<file path="src/rtl/ex_mem.sv">
// rtl/ex_mem.sv - EX/MEM pipeline register with stall, bubble, flush and bubble counter
module ex_mem #(
  parameter int DATA_W     = 32,
  parameter int REG_ADDR_W = 5,
  parameter int CNT_W      = 16
) (
  input  logic                  clk,
  input  logic                  rst,
  input  logic                  stall_ex,
  input  logic                  stall_mem,
  input  logic                  flush,
  input  logic                  ex_valid,
  input  logic [DATA_W-1:0]     ex_result,
  input  logic                  ex_write_reg_en,
  input  logic [REG_ADDR_W-1:0] ex_write_reg_addr,
  input  logic                  ex_write_hilo_en,
  input  logic [DATA_W-1:0]     ex_write_hi_data,
  input  logic [DATA_W-1:0]     ex_write_lo_data,
  output logic                  mem_valid,
  output logic [DATA_W-1:0]     mem_result,
  output logic                  mem_write_reg_en,
  output logic [REG_ADDR_W-1:0] mem_write_reg_addr,
  output logic                  mem_write_hilo_en,
  output logic [DATA_W-1:0]     mem_write_hi_data,
  output logic [DATA_W-1:0]     mem_write_lo_data,
  output logic [CNT_W-1:0]      bubble_count
);

  logic                  r_valid;
  logic [DATA_W-1:0]     r_result;
  logic                  r_write_reg_en;
  logic [REG_ADDR_W-1:0] r_write_reg_addr;
  logic                  r_write_hilo_en;
  logic [DATA_W-1:0]     r_write_hi_data;
  logic [DATA_W-1:0]     r_write_lo_data;
  logic [CNT_W-1:0]      r_bubble_count;

  logic w_bubble;
  logic w_hold;
  logic w_count_bubble;
  logic w_cnt_sat;

  // Decode the per-cycle action; flush outranks both stall inputs
  always_comb begin
    w_bubble       = flush | (stall_ex & ~stall_mem);
    w_hold         = ~flush & stall_mem;
    w_count_bubble = ~flush & stall_ex & ~stall_mem;
    w_cnt_sat      = &r_bubble_count;
  end

  // Pipeline register: bubble clears control but keeps HI/LO data stable for forwarding
  always_ff @(posedge clk) begin
    if (rst) begin
      r_valid          <= 1'b0;
      r_result         <= '0;
      r_write_reg_en   <= 1'b0;
      r_write_reg_addr <= '0;
      r_write_hilo_en  <= 1'b0;
      r_write_hi_data  <= '0;
      r_write_lo_data  <= '0;
    end else if (w_bubble) begin
      r_valid          <= 1'b0;
      r_result         <= '0;
      r_write_reg_en   <= 1'b0;
      r_write_reg_addr <= '0;
      r_write_hilo_en  <= 1'b0;
    end else if (!w_hold) begin
      r_valid          <= ex_valid;
      r_result         <= ex_result;
      r_write_reg_en   <= ex_write_reg_en & ex_valid;
      r_write_reg_addr <= ex_write_reg_addr;
      r_write_hilo_en  <= ex_write_hilo_en & ex_valid;
      r_write_hi_data  <= ex_write_hi_data;
      r_write_lo_data  <= ex_write_lo_data;
    end
  end

  // Saturating count of stall bubbles; flush bubbles are not stall cost
  always_ff @(posedge clk) begin
    if (rst) begin
      r_bubble_count <= '0;
    end else if (w_count_bubble && !w_cnt_sat) begin
      r_bubble_count <= r_bubble_count + 1'b1;
    end
  end

  assign mem_valid          = r_valid;
  assign mem_result         = r_result;
  assign mem_write_reg_en   = r_write_reg_en;
  assign mem_write_reg_addr = r_write_reg_addr;
  assign mem_write_hilo_en  = r_write_hilo_en;
  assign mem_write_hi_data  = r_write_hi_data;
  assign mem_write_lo_data  = r_write_lo_data;
  assign bubble_count       = r_bubble_count;

endmodule

</file>
<file path="config.mk">
export PLATFORM = sky130hd
export DESIGN_NAME = ex_mem
export DESIGN_NICKNAME = d
export VERILOG_FILES = /design/src/rtl/ex_mem.sv
export SDC_FILE = /design/constraint.sdc
export NUM_CORES = 1
export LEC_CHECK = 0
export ABC_AREA = 1
export BUFFER_PORTS_ARGS = -buffer_cell sky130_fd_sc_hd__buf_4
export CORE_MARGIN = 1
export CORE_UTILIZATION = 41
export CTS_BUF_LIST = sky130_fd_sc_hd__clkbuf_16
export DETAILED_ROUTE_END_ITERATION = 10
export PLACE_DENSITY = 0.86
export SETUP_SLACK_MARGIN = 0.05
export SLEW_MARGIN = 40
export SYNTH_ARGS = -nofsm -noshare
export SYNTH_HDL_FRONTEND = slang
export SYNTH_SLANG_ARGS = --single-unit
</file>
<file path="constraint.sdc">
create_clock -name clk -period 1.28 [get_ports clk]
set_input_delay 0.256 -clock clk [delete_from_list [all_inputs] [get_ports clk]]
set_output_delay 0.256 -clock clk [all_outputs]
set_load 0.05 [all_outputs]
</file>
[Word-level counts from Yosys, hierarchy flattened]
Index checks and enable logic that the tools add are counted.
Storage, ports and cells
  flip-flop bits (word level): 120
  input bits: 109
  word-level logic and storage cells: 25
Operators by class
  bitwise operators: 11
  reductions and logical operators: 5
  add/subtract/negate cells: 1
Operators by type and width (count)
  16-bit by 1-bit adder with 16-bit output (second input constant): 1
  16-bit AND reduction: 1
  1-bit AND: 6
  1-bit NOT: 4
  2-bit AND reduction: 1
  2-bit OR reduction: 1
  1-bit logical AND: 1
  1-bit zero test: 1
  1-bit bitwise OR: 1

[Logic depth before layout (Yosys ltp)]
  depth after elaboration: 5
  gate-level depth with buffers: 9

[Least setup slack after synthesis]
No wires, ideal clock.
  path kind: reg2reg
  start point: register r_bubble_count[0] (netlist: bubble_count[0])
  end point: register r_bubble_count[14] (netlist: bubble_count[14])
  data arrival time: 1652 ps
  stages on the path, launching flop included: 9
  setup slack: -489 ps
  library setup time: 117 ps
  data required time: 1163 ps
  clock period less this slack: 1769 ps
  cell sequence: dfxtp_1 > ha_1 > nand2_2 > nor2_4 > nand2_2 > nor2_4 > nor2_2 > a21oi_1 > nor2_1
On the way
  word-level cells in the longest chain between the ends: 3
  elaborated cells on any way between the ends: 4
  those cells by class: 1 x add/sub; 3 x reduce/logical
Ends and longest elaborated chain
  start, declared: line 36  | logic [CNT_W-1:0] r_bubble_count;
  start signal, assigned: line 83  | r_bubble_count <= r_bubble_count + 1'b1;
  branches (longest 3 deep; another with 16-bit by 1-bit adder with 16-bit output)
Several ways; the timed one is not identified.
A chain may end at the register's enable or synchronous reset.

[Final worst setup path]
Same ends and word-level chain as after synthesis.

==> impl_metrics.toml <==
[detailed_routing]
vias_per_cell = 4.78
drtIter0Drc = 259
ant_nets = 0
drt_wl_total_um = 14000
dr_total_vias = 4824
drc = 0
wl_per_cell_um = 13.9
drt-pass1-iter-count = 5

[logic_synthesis]
yosysUniqueCellTypes = 29
async_flop_share_pct = 0
ys_warn_count = 0
synthAdderAreaFrac_pct = 0.270
muxShareOfSynthArea_pct = 0
yosys.area_share.simple_pct = 17.5
synth_top_cell_area_share_pct = 51.8
synth_top_family_by_area = "compound AO/OA/AOI/OAI gates"
synth.largest_area_cell = "dfxtp_1"
ys.flop_type = "dfxtp_1"
synth_seq_cells = 120
synthCells = 601
netlist_area_um2 = 4630
synth_seq_area_share_pct = 51.8
synth_nets = 711
synth-compound-area-share_pct = 20.0
ys_top_cells_by_area = "dfxtp_1, a21oi_1, nand2_1"
synth_edf_count = 0
syn_avg_cell_area_um2 = 7.71
synth_xor_xnor_area_share_pct = 0.189

[cts]
ctsLongestPathBuffers = 2
cts_tree = "done"
clock_sinks = 120
clockRootBuffer = "clkbuf_16"
clk_transition_reported_paths_ps = 50
clock_latency_ps = 400
cts_buffers = 17
htree_num_levels = 4

[place]
dp_cells = 964
dp_slack_ps = -59.6
gp_congestion = 0.857
placed_cell_area_um2 = 6740
portBuffers = 228
hpwl_um = 9370

[grt]
grt_pass1_vias = 4534
grt_usage_pct = 23.2
grt_max_degree = 57
overflow = 0
grt_pass1_wl_um = 21300
antenna_found_initial = 0

[critical_path]
start_kind = "flip-flop"
cp.required_ps = 1560
crit_chain = "ha_4 -> nand3_1 -> nor2_2 -> nand2_1 -> nor2_2 -> nand3_2 -> nand2_1 -> nor2_1"
critPathMaxStageDelay_ps = 370
end_kind = "flip-flop"
slowest_stage = "dfxtp_4"
rrSetupSlack_ps = -100
crit_path_max_fanout = 5
critPathArrivalTime_ps = 1660
crit_type = "flip-flop to flip-flop"

[timing]
maxSlewHeadroom_pct = 78.6
worst_pin_slew_ps = 320
fmax_mhz = 725
slew_violations = 0
rsz0062_at_grt = "true"
period_needed_ps = 1380
setup_tns_ps = -776
period_share_pct = 108
timing.final.ws_setup_ps = -99.3
hold_viol_final = 0
setup_violations = 15
skew_ps = 6.56

[die]
start_util_pct = 42.4
fp.dieArea_um2 = 11700
std_cell_rows = 38
die_h_um = 108
die_w_um = 108
ioPinCount = 229
fp.coreArea_um2 = 10900

[pwr]
switching_power_w = 0.00274
vdd_ir_drop_max_uv = 1320
comb_power_share_pct = 14.3
p_clk_share_pct = 48.5
leakage_nw = 3.50
pwr-share-seq_pct = 37.2
p_per_area_nw_per_um2 = 1360
power_switching_share_pct = 25.6
p_int_w = 0.00794

[finish]
layout_commonest_cell = "buf_4"
n_fill_cell = 795
diodes = 0
drive_gt1_share_pct = 42.5
syn_to_final_growth_pct = 69.2
instances_no_fill = 1009
final_area_um2 = 7840
utilization_pct = 71.7
nNetsFinal = 966
layout_common_cells = "buf_4, a21oi_1, nand2_1"

[status]
violations = "setup timing"
outcome = "complete, but fails checks"

[worst_hold_path]
worst_hold_path_type = "input port to flip-flop"

[job]
drv_cap = 0
==> metal layers <==
metal / part of all wire [%] / wire (um) / GRT usage, % / vias up
li1: - / - / - / 2441
met3: 6.1 / 855 / 6.45 / 24
met5: 0 / 0 / 0 / -
met1: 39 / 5460 / 26.2 / 2196
met2: 53 / 7390 / 40.8 / 163
met4: 2.4 / 337 / 10.1 / 0
==> cell usage after synthesis, types with 2 or more instances <==
library cell	count
o21ai_1	2
nor2_4	4
nor3_1	3
nand2_2	6
nand2_1	109
a21oi_1	115
inv_2	5
inv_1	75
buf_2	16
clkbuf_1	15
nor2_1	27
nand2_4	2
nor2_2	5
dfxtp_1	120
nand3_1	17
o21ai_0	67
==> worst max-delay path, delay by kind of cell (launching register included) <==
family                   cells  cell delay (ps)
AND/OR/NAND/NOR              7              740
flip-flops                   1              370
adder cells (fa/ha/maj)      1              160
==> cell families (layout without fill, tap and decap cells) <==
kind of cell | after synthesis | in the layout
AOI/OAI and AO/OA | 185 | 185
and+or+nand+nor | 179 | 179
DFF | 120 | 120
buffers and inverters | 115 | 383
adders and majority gates | 1 | 1
xor gates and xnor gates | 1 | 1
==> power by group through the flow <==
stage	combinational [W]	clock, W	sequential [W]
4_1_cts	0.00149	0.00528	0.00396
6_report	0.00153	0.00517	0.00397
2_1_floorplan	0.000329	0	0.00456
3_5_place_dp	0.00147	0	0.00404
5_1_grt	0.00162	0.00544	0.00398
3_3_place_gp	0.00146	0	0.00403
==> what timing repair did <==
| action | in CTS | in global routing |
|---|---|---|
| buffers inserted | 7 | 6 |
| pin swaps | 0 | 3 |
| hold buffers | 0 | 0 |
| gates resized for setup | 38 | 62 |
| setup endpoints to repair | 39 | 76 |
==> per-stage QoR <==
step,hold slack [ps],power (W)
after floorplan,315,0.00489
after global placement,431,0.00549
after detailed placement,434,0.00551
after CTS,37.7,0.0107
after global routing,46.5,0.0110
final,60.4,0.0107
==> state kept, by name (all words and copies together) (netlist names) <==
signal,flops
mem_write_hilo_en,1
mem_write_hi_data,32
mem_write_reg_addr,5
bubble_count,16
mem_write_reg_en,1
mem_valid,1
mem_result,32
mem_write_lo_data,32
==> layout make-up <==
type / instances / area [um^2] / area share, %
clock buffer: 17 / 425 / 5.42
clock inverter: 15 / 226 / 2.89
inverter: 80 / 300 / 3.83
multi-input combinational: 366 / 1860 / 23.7
sequential: 120 / 2450 / 31.3
tap: 140 / 175 / 2.23
timing repair buffer: 271 / 2410 / 30.7
==> path summary, 6_finish.rpt <==
path,endpoint,start,depth (start not counted)
worst max-delay path,bubble_count[14],bubble_count[0],8
worst min-delay path,bubble_count[5],rst,2
worst max register to register,bubble_count[14],bubble_count[0],8
worst min register to register,mem_write_hi_data[26],mem_write_hi_data[26],2
Note: power is estimated with default switching activity, not from simulation.
